===== src/rtl/scpu_program_loader_if.sv =====
// Byte-stream input and instruction-memory write port of the SCPU program loader.
// The loader uses the slave modport; the host/memory side uses master.
interface scpu_program_loader_if #(
  parameter int ADDR_W = 8
);
  logic              in_valid;
  logic [7:0]        in_data;
  logic              in_ready;
  logic [ADDR_W-1:0] ins_index;
  logic              ins_we;
  logic [15:0]       instructs;

  modport master (
    output in_valid, in_data,
    input  in_ready, ins_index, ins_we, instructs
  );

  modport slave (
    input  in_valid, in_data,
    output in_ready, ins_index, ins_we, instructs
  );
endinterface


===== src/rtl/scpu_program_loader.sv =====
// Loads big-endian 16-bit instructions from a byte stream into SCPU memory, then sequences fetch.
// Define SCPU_LOADER_CHECKSUM_EN to require a trailing XOR checksum byte (mismatch -> ERR).
module scpu_program_loader #(
  parameter int ADDR_W    = 8,
  parameter int DRAIN_CYC = 4
) (
  input  logic                 clk,
  input  logic                 rst,
  input  logic                 start,
  scpu_program_loader_if.slave bus,
  output logic                 busy,
  output logic                 done,
  output logic                 err
);

  localparam int DC_W = (DRAIN_CYC > 1) ? $clog2(DRAIN_CYC) : 1;

  typedef enum logic [3:0] {
    S_IDLE, S_LEN, S_HI, S_LO, S_WR, S_CHK, S_RUN, S_DRAIN, S_DONE, S_ERR
  } state_t;

  state_t            state, state_nxt;
  logic [ADDR_W-1:0] len;
  logic [ADDR_W-1:0] idx;
  logic [15:0]       word;
  logic [DC_W-1:0]   drain_cnt;
  logic              last_idx;
`ifdef SCPU_LOADER_CHECKSUM_EN
  logic [7:0]        chk_acc;
`endif

  // idx is the write pointer while loading and the fetch counter while running;
  // len=0 makes len-1 the all-ones address, giving the full 2**ADDR_W wrap.
  assign last_idx      = (idx == len - ADDR_W'(1));
  assign bus.in_ready  = (state == S_LEN) || (state == S_HI) || (state == S_LO) || (state == S_CHK);
  assign bus.ins_index = idx;
  assign bus.instructs = word;

  always_ff @(posedge clk) begin
    if (rst) state <= S_IDLE;
    else     state <= state_nxt;
  end

  always_comb begin
    state_nxt  = state;
    bus.ins_we = 1'b0;
    busy       = 1'b1;
    done       = 1'b0;
    err        = 1'b0;
    case (state)
      S_IDLE, S_DONE, S_ERR: begin
        busy = 1'b0;
        done = (state == S_DONE);
`ifdef SCPU_LOADER_CHECKSUM_EN
        err  = (state == S_ERR);
`endif
        if (start) state_nxt = S_LEN;
      end
      S_LEN:   if (bus.in_valid) state_nxt = S_HI;
      S_HI:    if (bus.in_valid) state_nxt = S_LO;
      S_LO:    if (bus.in_valid) state_nxt = S_WR;
      S_WR: begin
        bus.ins_we = 1'b1;
        if (last_idx) begin
`ifdef SCPU_LOADER_CHECKSUM_EN
          state_nxt = S_CHK;
`else
          state_nxt = S_RUN;
`endif
        end else begin
          state_nxt = S_HI;
        end
      end
`ifdef SCPU_LOADER_CHECKSUM_EN
      S_CHK: if (bus.in_valid) state_nxt = (bus.in_data == chk_acc) ? S_RUN : S_ERR;
`endif
      S_RUN:   if (last_idx) state_nxt = S_DRAIN;
      S_DRAIN: if (drain_cnt == DC_W'(DRAIN_CYC - 1)) state_nxt = S_DONE;
      default: state_nxt = S_IDLE;
    endcase
  end

  always_ff @(posedge clk) begin
    if (rst) begin
      len       <= '0;
      idx       <= '0;
      word      <= '0;
      drain_cnt <= '0;
`ifdef SCPU_LOADER_CHECKSUM_EN
      chk_acc   <= '0;
`endif
    end else begin
      case (state)
        S_IDLE, S_DONE, S_ERR: begin
          if (start) begin
            idx       <= '0;
            drain_cnt <= '0;
          end
        end
        S_LEN: begin
          if (bus.in_valid) begin
            len <= ADDR_W'(bus.in_data);
`ifdef SCPU_LOADER_CHECKSUM_EN
            chk_acc <= bus.in_data;
`endif
          end
        end
        S_HI: begin
          if (bus.in_valid) begin
            word[15:8] <= bus.in_data;
`ifdef SCPU_LOADER_CHECKSUM_EN
            chk_acc <= chk_acc ^ bus.in_data;
`endif
          end
        end
        S_LO: begin
          if (bus.in_valid) begin
            word[7:0] <= bus.in_data;
`ifdef SCPU_LOADER_CHECKSUM_EN
            chk_acc <= chk_acc ^ bus.in_data;
`endif
          end
        end
        // After the final write the pointer restarts at 0 to become the fetch counter.
        S_WR:    idx <= last_idx ? '0 : idx + ADDR_W'(1);
        S_RUN: begin
          drain_cnt <= '0;
          if (!last_idx) idx <= idx + ADDR_W'(1);
        end
        S_DRAIN: drain_cnt <= drain_cnt + DC_W'(1);
        default: ;
      endcase
    end
  end

endmodule


===== src/flat_wrapper.sv =====
// flat-port wrapper written by rule: the top's interface ports become plain ports
module scpu_program_loader_flat 
#(
  parameter int ADDR_W    = 8,
  parameter int DRAIN_CYC = 4
)
  (clk, rst, start, busy, done, err, bus_in_valid, bus_in_data, bus_in_ready, bus_ins_index, bus_ins_we, bus_instructs);
  scpu_program_loader_if #(.ADDR_W(ADDR_W)) bus_i ();
  input  logic clk;
  input  logic rst;
  input  logic start;
  output logic busy;
  output logic done;
  output logic err;
  input wire logic [$bits(bus_i.in_valid)-1:0] bus_in_valid;
  input wire logic [$bits(bus_i.in_data)-1:0] bus_in_data;
  output wire logic [$bits(bus_i.in_ready)-1:0] bus_in_ready;
  output wire logic [$bits(bus_i.ins_index)-1:0] bus_ins_index;
  output wire logic [$bits(bus_i.ins_we)-1:0] bus_ins_we;
  output wire logic [$bits(bus_i.instructs)-1:0] bus_instructs;
  assign bus_i.in_valid = bus_in_valid;
  assign bus_i.in_data = bus_in_data;
  assign bus_in_ready = bus_i.in_ready;
  assign bus_ins_index = bus_i.ins_index;
  assign bus_ins_we = bus_i.ins_we;
  assign bus_instructs = bus_i.instructs;
  scpu_program_loader #(.ADDR_W(ADDR_W), .DRAIN_CYC(DRAIN_CYC)) u_core (.clk(clk), .rst(rst), .start(start), .bus(bus_i), .busy(busy), .done(done), .err(err));
endmodule

===== config.mk =====
export PLATFORM = sky130hd
export DESIGN_NAME = scpu_program_loader_flat
export DESIGN_NICKNAME = d
export VERILOG_FILES = /design/src/rtl/scpu_program_loader_if.sv /design/src/rtl/scpu_program_loader.sv /design/src/flat_wrapper.sv
export SDC_FILE = /design/constraint.sdc
export NUM_CORES = 1
export LEC_CHECK = 0
export ABC_CLOCK_PERIOD_IN_PS = 7200
export CAP_MARGIN = 30
export CORE_MARGIN = 1
export CORE_UTILIZATION = 29
export DETAILED_ROUTE_END_ITERATION = 16
export HOLD_SLACK_MARGIN = 0.1
export PLACE_DENSITY = 0.46
export SKIP_CTS_REPAIR_TIMING = 1
export SLEW_MARGIN = 20
export SYNTH_ARGS = -nofsm -noshare
export SYNTH_HDL_FRONTEND = slang
export SYNTH_SLANG_ARGS = --single-unit
export TNS_END_PERCENT = 10

===== constraint.sdc =====
create_clock -name clk -period 7.2 [get_ports clk]
set_input_delay 2.16 -clock clk [delete_from_list [all_inputs] [get_ports clk]]
set_output_delay 2.16 -clock clk [all_outputs]
set_load 0.01 [all_outputs]

* Word-level counts from Yosys, hierarchy flattened
Index checks and enable logic that the tools add are counted.
** Storage, ports and cells
- Memories :: 0
- Output and inout port bits :: 29
- Bits in latches :: 0
- Memory bits (read-only) :: 0
- Memory bits (writable) :: 0
- Input port bits :: 12
- Bits in registers :: 38
** Cells by class
- $mul :: 0
- Magnitude comparators :: 0
- Equal/unequal tests :: 18
- Shift operators :: 0
- Multiplexer cells :: 17
- Add/sub/neg operators :: 3
- Div/mod/pow operators :: 0
- Bitwise gates (word level) :: 0
- Reduce and logical (&&, ||, !) cells :: 13
** Operator list (number)
- $pmux 4 s7 :: 1
- $mux 4 :: 6
- $mux 8 :: 3
- $pmux 8 s3 :: 1
- $eq 4x3->1 const B :: 4
- $ne 2x2->1 const B :: 5
- $add 8x1->8 const B :: 1
- $eq 4x2->1 const B :: 2
- $eq 4x4->1 const B :: 2
- $eq 8x8->1 :: 1
- $reduce_and 2->1 :: 4
- $sub 8x1->8 const B :: 1
- $pmux 2 s3 :: 1
- $reduce_and 6->1 :: 1
- $reduce_bool 3->1 :: 2
- $eq 4x1->1 const B :: 1
- $logic_not 4->1 :: 1
- $ne 2x1->1 const B :: 2
- $logic_or 1x1->1 :: 3
- $mux 1 :: 3
- $mux 3 :: 1
- $reduce_and 3->1 :: 1
- $reduce_or 3->1 :: 1
- $add 2x1->2 const B :: 1
- 2 further kinds :: 2

* Depth between registers and ports, before layout
Gate-level depths: netlist of run 1.
- Word-level depth :: 4
- Mapped depth :: 9
- Mapped depth without buffers :: 8

* Worst setup path after synthesis of run 1
OpenSTA, ideal clock, no wires.
- Path kind :: input port to flip-flop
- Start :: input start
- End :: register u_core.idx[7] (netlist: u_core.bus.ins_index[7])
- Setup time :: 0.070 ns
- Cell stages on the path :: 5
- Arrival :: 3.280 ns
- Slack :: 3.851 ns
- Cell sequence :: nor2b_1 > o211a_1 > nand4_1 > or4_1 > a21oi_1
** Between the ends
- Cells in the longest elaborated chain, start to end :: 2
** Ends and longest elaborated chain
- start, declared :: line flat_wrapper.sv:11 : input logic start;
- $ne 2x2->1 (no source line)
- $reduce_and 3->1 (no source line)
- end signal, assigned :: line scpu_program_loader.sv:125 : S_WR: idx <= last_idx ? '0 : idx + ADDR_W'(1);
- end signal, assigned :: line scpu_program_loader.sv:128 : if (!last_idx) idx <= idx + ADDR_W'(1);
- end, declared :: line scpu_program_loader.sv:24 : logic [ADDR_W-1:0] idx;
Every way passes these cells.
A chain may end at the register's enable or synchronous reset.

* Worst setup path after layout of run 1
- Start :: register u_core.state[0]
- End :: output bus_in_ready
** Between the ends
- Cells in the longest elaborated chain, start to end :: 4
- Elaborated cells on any way between the ends :: 7
- Those cells by class :: eq/ne: 4; reduce/logical: 3
** Ends and longest elaborated chain
- start, declared :: line scpu_program_loader.sv:22 : state_t state, state_nxt;
- start signal, assigned :: line scpu_program_loader.sv:41 : else state <= state_nxt;
- $eq 4x1->1 / $eq 4x2->1 (equally long branches) :: line scpu_program_loader.sv:35 : assign bus.in_ready = (state == S_LEN) || (state == S_HI) || (state == S_LO) || (state == S_CHK);
- $logic_or 1x1->1 (2 in series) :: line scpu_program_loader.sv:35
- $logic_or 1x1->1 (*) :: line scpu_program_loader.sv:35
- end, declared :: line flat_wrapper.sv:17 : output wire logic [$bits(bus_i.in_ready)-1:0] bus_in_ready;
Every way passes the cells marked *; elsewhere a longest branch is shown, timed or not.

==> flow_metrics.env, run 1 <==
export IMPL_grt_setup_unrepaired="false"
export IMPL_clock_tree_htree_level_count=2
export IMPL_cts_inserted_buffers=5
export IMPL_number_of_cells_produced_by_synthesis=229
export IMPL_cp_max_fo=14
export IMPL_violations="DRC"
export IMPL_ys_types=42
export IMPL_placeableCoreArea_mm2=0.00646
export IMPL_via_per_inst=5.09
export IMPL_grt_pass1_vias=1565
export IMPL_global_route_overflow_total=0
export IMPL_hold_path_end="u_core.drain_cnt[1]"
export IMPL_cp_arrival_ns=1.82
export IMPL_max_slew_margin_rel_pct=56.4
export IMPL_area_growth_syn_to_fin_pct=29.8
export IMPL_hold_viol=0
export IMPL_die_height_um=84.3
export IMPL_slowest_stage_cell_on_the_critical_path="sky130_fd_sc_hd__dfxtp_1"
export IMPL_finalNetCount=277
export IMPL_antenna_found_initial=0
export IMPL_status="finished, violations left"
export IMPL_p_per_area_mw_per_mm2=275
export IMPL_max_slew_worst_pin_slew_ns=0.650
export IMPL_grt_use_total_pct=13.4
export IMPL_timing_reg2reg_worst_path_depth=8
export IMPL_synth_edf_count=0
export IMPL_min_period_ns=3.98
export IMPL_clock_skew_ns=0.00319
export IMPL_floorplan_die_width_um=84.3
export IMPL_hold_path_cell_count=2
export IMPL_largest_net_degree_at_the_start_of_global_routing=33
export IMPL_critPathKind="reg -> out"
export IMPL_power_leakage_uw=0.000996
export IMPL_gp_routability_congestion=0.753
export IMPL_number_of_optimization_iterations_in_the_first_detailed_route_pass=11
export IMPL_cts_tree="built"
export IMPL_cts_root_buf="sky130_fd_sc_hd__clkbuf_8"
export IMPL_synth_warnings=0
export IMPL_vdd_ir_drop_worst_uv=110
export IMPL_design_power_total_uw=702
export IMPL_timing_critical_path_max_delay_family="flip-flops"
export IMPL_worst_r2r_endpoint="u_core.bus.ins_index[5]"
export IMPL_end_kind="primary output"
export IMPL_drt_first_iter_violations=99
export IMPL_place_hpwl_um=3240
export IMPL_grt_pass1_wl_um=7660
export IMPL_remaining_drc_errors=3
export IMPL_ys_seq_area_share_pct=38.7
export IMPL_clk_pin_slew_ns=0.08
export IMPL_wl_per_instance_um=13.3
export IMPL_ff2ff_setup_slack_ns=4.44
export IMPL_cp_num_buf_inv=1
export IMPL_final_layout_size_suffix_gt1_share_pct=6.46
export IMPL_share_of_flip_flops_with_an_asynchronous_set_or_reset_pct=0
export IMPL_hold_path_startpoint="u_core.drain_cnt[1]"
export IMPL_synth_area_per_cell_um2=8.58
export IMPL_mappedNetlistNets=244
export IMPL_report_final_slew_viol_count=0
export IMPL_std_cell_rows=29
export IMPL_n_antenna_cell=0
export IMPL_setup_violations=0
export IMPL_ant_nets=0
export IMPL_critical_path_reg2reg_startpoint="u_core.len[0]"
export IMPL_route_final_wire_length_um=4540
export IMPL_accumulated_negative_setup_slack_ns=0
export IMPL_delay_of_the_slowest_cell_on_the_worst_path_ns=0.58
export IMPL_crit_path_cell_trace="nor2b_1 -> a21oi_1 -> nor2_1 -> clkdlybuf4s50_1"
export IMPL_post_synth_instance_area_mm2=0.00197
export IMPL_vias=1732
export IMPL_cts_path_max_buffers=2
export IMPL_post_route_period_util_pct=55.3
export IMPL_die_area_mm2=0.00711
export IMPL_io_pins=41
export IMPL_sinks_on_the_clock_net=38
export IMPL_synth_main_ff_cell="sky130_fd_sc_hd__dfxtp_1"
export IMPL_fin_util_pct=39.5
export IMPL_setup_worst_path_start_class="flop"
export IMPL_n_fill_cell=671
export IMPL_cp_required_ns=5.04
export IMPL_timing_fmax_ghz=0.251
export IMPL_flip_flop_and_latch_count_after_synthesis=38
export IMPL_number_of_buffers_inserted_by_port_buffering=39
export IMPL_insertion_delay_ns=0.29
export IMPL_worstHoldPathType="reg -> reg"
export IMPL_max_cap_viol_count=0
export IMPL_initial_core_util_pct=30.4
==> registers in the layout, summed over array words and instances, names as in the netlist <==
signal                count
u_core.bus.ins_index      8
u_core.len                8
u_core.state              4
u_core.bus.instructs     16
u_core.drain_cnt          2
==> stage by stage <==
| step | area [um2] | setup WS [ns] | instances | hold WS [ns] |
|---|---|---|---|---|
| 2_1_floorplan | 1970 | 3.85 | 229 | 0.452 |
| 3_3_place_gp | 2400 | 3.20 | 332 | 0.471 |
| 3_5_place_dp | 2400 | 3.14 | 332 | 0.472 |
| 4_1_cts | 2540 | 3.21 | 340 | 0.488 |
| 5_1_grt | 2550 | 3.05 | 340 | 0.530 |
| 6_report | 2550 | 3.22 | 340 | 0.483 |
==> area by class of cell <==
class                      instances  area (um2)  share of cell area, %
clock buffer                       6        82.6                   3.24
clock inverter                     2        60.1                   2.35
inverter                           5        18.8                  0.736
multi-input combinational        172        1130                   44.5
sequential                        38         761                   29.8
tap                               77        96.3                   3.78
timing repair buffer              40         398                   15.6
==> worst max path at each step <==
stage	startpoint	end	slack, ns	cells past startpoint
global placement	start	u_core.bus.ins_index[7]	3.20	6
CTS	u_core.state[0]	bus_in_ready	3.21	4
finish	u_core.state[0]	bus_in_ready	3.22	4
floorplan	start	u_core.bus.ins_index[7]	3.85	5
global route	u_core.state[0]	bus_in_ready	3.05	4
detailed placement	start	u_core.bus.ins_index[7]	3.14	6
==> worst min-delay path: cells and delay by family (launching register included) <==
family	cells	cell delay, ns
flip-flops	1	0.32
AO/OA/AOI/OAI	1	0.06
AND/OR/NAND/NOR	1	0.06
==> where the power goes <==
| part | switching, uW | internal, uW |
|---|---|---|
| registers | 31.6 | 229 |
| logic | 105 | 108 |
| clock network | 79.8 | 148 |
| total | 217 | 485 |
==> metal layers <==
metal | vias to the layer above | part of all wire (%) | global-route usage, %
met3 | 6 | 5.1 | 3.83
met2 | 45 | 43 | 20.0
met4 | 0 | 1.1 | 3.70
met1 | 792 | 51 | 18.8
li1 | 889 | - | -
met5 | - | 0 | 0
==> synth_stat cells (all sizes together), types with 2 or more instances <==
cell type	instances	area [um2]
or3	5	31.3
o211ai	2	15.0
inv	5	18.8
o21ai	11	58.8
a21oi	16	80.1
o31ai	6	45.0
nand2b	2	12.5
mux2i	25	250
ha	3	37.5
xnor2	7	61.3
nand2	9	33.8
nand3	4	20.0
and3	3	18.8
nor3	4	20.0
dfxtp	38	761
nor2b	5	31.3
a22oi	2	15.0
clkbuf	12	45.0
nand3b	3	22.5
nor2	37	139
buf	2	15.0
nand4	5	31.3
or4	7	60.1
==> cells in the final DEF, fill, tap and decap left out, drive strengths merged, types with 2 or more instances in the layout <==
master         Yosys  layout
xnor2              7       7
nand2              9       9
a21oi             16      16
nand3              4       4
dfxtp             38      38
a22oi              2       2
nand4              5       5
o211ai             2       2
and3               3       3
mux2i             25      25
inv                5       5
clkdlybuf4s50      0      39
nor2              37      37
or4                7       7
nor2b              5       5
clkbuf            12       6
o31ai              6       6
nand2b             2       2
nor3               4       4
bufinv             0       2
or3                5       5
ha                 3       3
nand3b             3       3
o21ai             11      11
==> logic make-up after synthesis <==
group,Yosys count,synth area share [%]
AND/OR/NAND/NOR,89,23.9
AO/OA/AOI/OAI,46,15.0
flip-flops,38,38.7
multiplexers,25,12.7
buffers and inverters,19,4.01
XOR/XNOR,8,3.56
adder cells (fa/ha/maj),3,1.91
other,1,0.191
Note: power is estimated with default switching activity, not from simulation.
==> inputs of run 2 (changes only) <==
--- a/config.mk
+++ b/config.mk
@@ -5,7 +5,7 @@
 export SDC_FILE = /design/constraint.sdc
 export NUM_CORES = 1
 export LEC_CHECK = 0
-export ABC_CLOCK_PERIOD_IN_PS = 7200
+export ABC_CLOCK_PERIOD_IN_PS = 3700
 export CAP_MARGIN = 30
 export CORE_MARGIN = 1
 export CORE_UTILIZATION = 29
==> constraint.sdc (replaced) <==
create_clock -name clk -period 3.7 [get_ports clk]
set_input_delay 1.11 -clock clk [delete_from_list [all_inputs] [get_ports clk]]
set_output_delay 1.11 -clock clk [all_outputs]
set_load 0.01 [all_outputs]
==> run 2 against run 1 <==
The run still ends with DRC left. Global-route usage grew 0.073 points. Routed wire length rose by 0.75%. Largest power group unchanged. Sequential share of layout area is 0.58 points higher. Count of clock-buffer cells in the layout unchanged. Clock skew is essentially flat. Utilization shrank 0.76 points. First-iteration DRC count fell by 2.0%. Die area unchanged. Final cell count up 0.29%. Worst hold slack better by 0.0063 ns. Critical path depth did not move. Sequential power is 94% higher.
==> flow_metrics.env, run 2 (same netlist as run 1, synthesis figures left out) <==
export IMPL_std_cell_rows=29
export IMPL_gp_routability_congestion=0.724
export IMPL_critPathKind="reg -> out"
export IMPL_layout_common_cells="sky130_fd_sc_hd__clkdlybuf4s50_1, sky130_fd_sc_hd__dfxtp_1, sky130_fd_sc_hd__nor2_1"
export IMPL_layout_commonest_cell="sky130_fd_sc_hd__clkdlybuf4s50_1"
export IMPL_number_of_optimization_iterations_in_the_first_detailed_route_pass=12
export IMPL_max_cap_viol_count=0
export IMPL_post_route_period_util_pct=79.5
export IMPL_clk_pin_slew_ns=0.08
export IMPL_largest_net_degree_at_the_start_of_global_routing=30
export IMPL_vdd_ir_drop_worst_uv=207
export IMPL_area_growth_syn_to_fin_pct=27.3
export IMPL_clock_tree_htree_level_count=2
export IMPL_hold_path_startpoint="u_core.drain_cnt[1]"
export IMPL_worst_r2r_endpoint="u_core.bus.ins_index[5]"
export IMPL_cts_tree="built"
export IMPL_drt_first_iter_violations=97
export IMPL_io_pins=41
export IMPL_status="finished, violations left"
export IMPL_worstHoldPathType="reg -> reg"
export IMPL_violations="DRC"
export IMPL_grt_use_total_pct=13.5
export IMPL_initial_core_util_pct=30.4
export IMPL_number_of_buffers_inserted_by_port_buffering=39
export IMPL_final_layout_size_suffix_gt1_share_pct=6.82
export IMPL_placedCellCount=333
export IMPL_grt_setup_unrepaired="false"
export IMPL_n_fill_cell=684
export IMPL_hold_path_end="u_core.drain_cnt[1]"
export IMPL_power_leakage_uw=0.000967
export IMPL_critical_path_reg2reg_startpoint="u_core.len[0]"
export IMPL_vias=1732
export IMPL_hold_path_cell_count=2
export IMPL_ant_nets=0
export IMPL_fin_cells=341
export IMPL_cts_root_buf="sky130_fd_sc_hd__clkbuf_8"
export IMPL_n_antenna_cell=0
export IMPL_remaining_drc_errors=1
export IMPL_antenna_found_initial=0
export IMPL_floorplan_die_width_um=84.3
export IMPL_die_area_mm2=0.00711
export IMPL_max_reg_flops=16
export IMPL_grt_pass1_vias=1556
export IMPL_dp_slack_ns=0.687
export IMPL_max_slew_worst_pin_slew_ns=0.560
export IMPL_end_kind="primary output"
export IMPL_final_setup_worst_slack_ns=0.759
export IMPL_finalNetCount=278
export IMPL_timing_reg2reg_worst_path_depth=9
export IMPL_cp_max_fo=14
export IMPL_hold_viol=0
export IMPL_cp_arrival_ns=1.83
export IMPL_accumulated_negative_setup_slack_ns=0
export IMPL_crit_path_cell_trace="nor2b_1 -> a21oi_1 -> nor2_1 -> clkdlybuf4s50_1"
export IMPL_insertion_delay_ns=0.29
export IMPL_setup_violations=0
export IMPL_setup_worst_path_start_class="flop"
export IMPL_via_per_inst=5.08
export IMPL_route_final_wire_length_um=4570
export IMPL_max_slew_margin_rel_pct=62.6
export IMPL_placeableCoreArea_mm2=0.00646
export IMPL_global_route_overflow_total=0
export IMPL_cts_inserted_buffers=5
export IMPL_p_per_area_mw_per_mm2=488
export IMPL_report_final_slew_viol_count=0
export IMPL_min_period_ns=2.94
export IMPL_wl_per_instance_um=13.4
export IMPL_slowest_stage_cell_on_the_critical_path="sky130_fd_sc_hd__dfxtp_1"
export IMPL_delay_of_the_slowest_cell_on_the_worst_path_ns=0.60
export IMPL_timing_fmax_ghz=0.340
export IMPL_ff2ff_setup_slack_ns=0.88
export IMPL_cts_path_max_buffers=2
export IMPL_grt_pass1_wl_um=7780
export IMPL_sinks_on_the_clock_net=38
export IMPL_place_hpwl_um=3250
export IMPL_clock_skew_ns=0.00296
export IMPL_cp_required_ns=2.59
export IMPL_die_height_um=84.3
run 2: critical path, delay by kind of cell (launching register included):
| kind | cells | cell delay (ns) |
|---|---|---|
| AO/OA/AOI/OAI | 1 | 0.06 |
| buffers and inverters | 1 | 0.54 |
| AND/OR/NAND/NOR | 2 | 0.35 |
| flip-flops | 1 | 0.60 |
run 2: worst max-delay path by stage:
stage,startpoint,to,slack [ns],cells after the start
finish,u_core.state[0],bus_in_ready,0.76,4
detailed placement,start,u_core.bus.ins_index[7],0.69,6
floorplan,u_core.len[0],u_core.bus.ins_index[4],1.21,8
global route,u_core.state[0],bus_in_ready,0.56,4
CTS,u_core.state[0],bus_in_ready,0.73,4
global placement,start,u_core.bus.ins_index[7],0.75,6
run 2: final cells by class:
type                    count  area, um2  area share [%]
clock buffers               6       82.6            3.30
clock inverters             2       12.5           0.500
inverters                   5       18.8           0.750
multi-input cells         172       1130            45.0
flip-flops and latches     38        761            30.4
well taps                  77       96.3            3.85
repair buffers             41        405            16.2
run 2: metal layers:
metal	GRT usage (%)	wire length (um)
met5	0	0
met4	4.16	54
met3	3.44	195
met2	20.8	1990
met1	18.5	2330
run 2: per-stage QoR:
stage / area (um2) / total power [uW] / util [%] / hold WS (ns)
final: 2500 / 1220 / 38.7 / 0.489
after global routing: 2500 / 1310 / 38.7 / 0.512
after CTS: 2500 / 1240 / 38.7 / 0.491
after detailed placement: 2410 / 931 / 37.3 / 0.475
after global placement: 2410 / 933 / 37.3 / 0.474
after floorplan: 1970 / 799 / - / 0.452
run 2: report_power, final:
group / internal, uW / switching [uW] / leakage, uW
clock network: 150 / 151 / 0.0000472
registers: 446 / 61.3 / 0.000307
logic: 210 / 202 / 0.000613
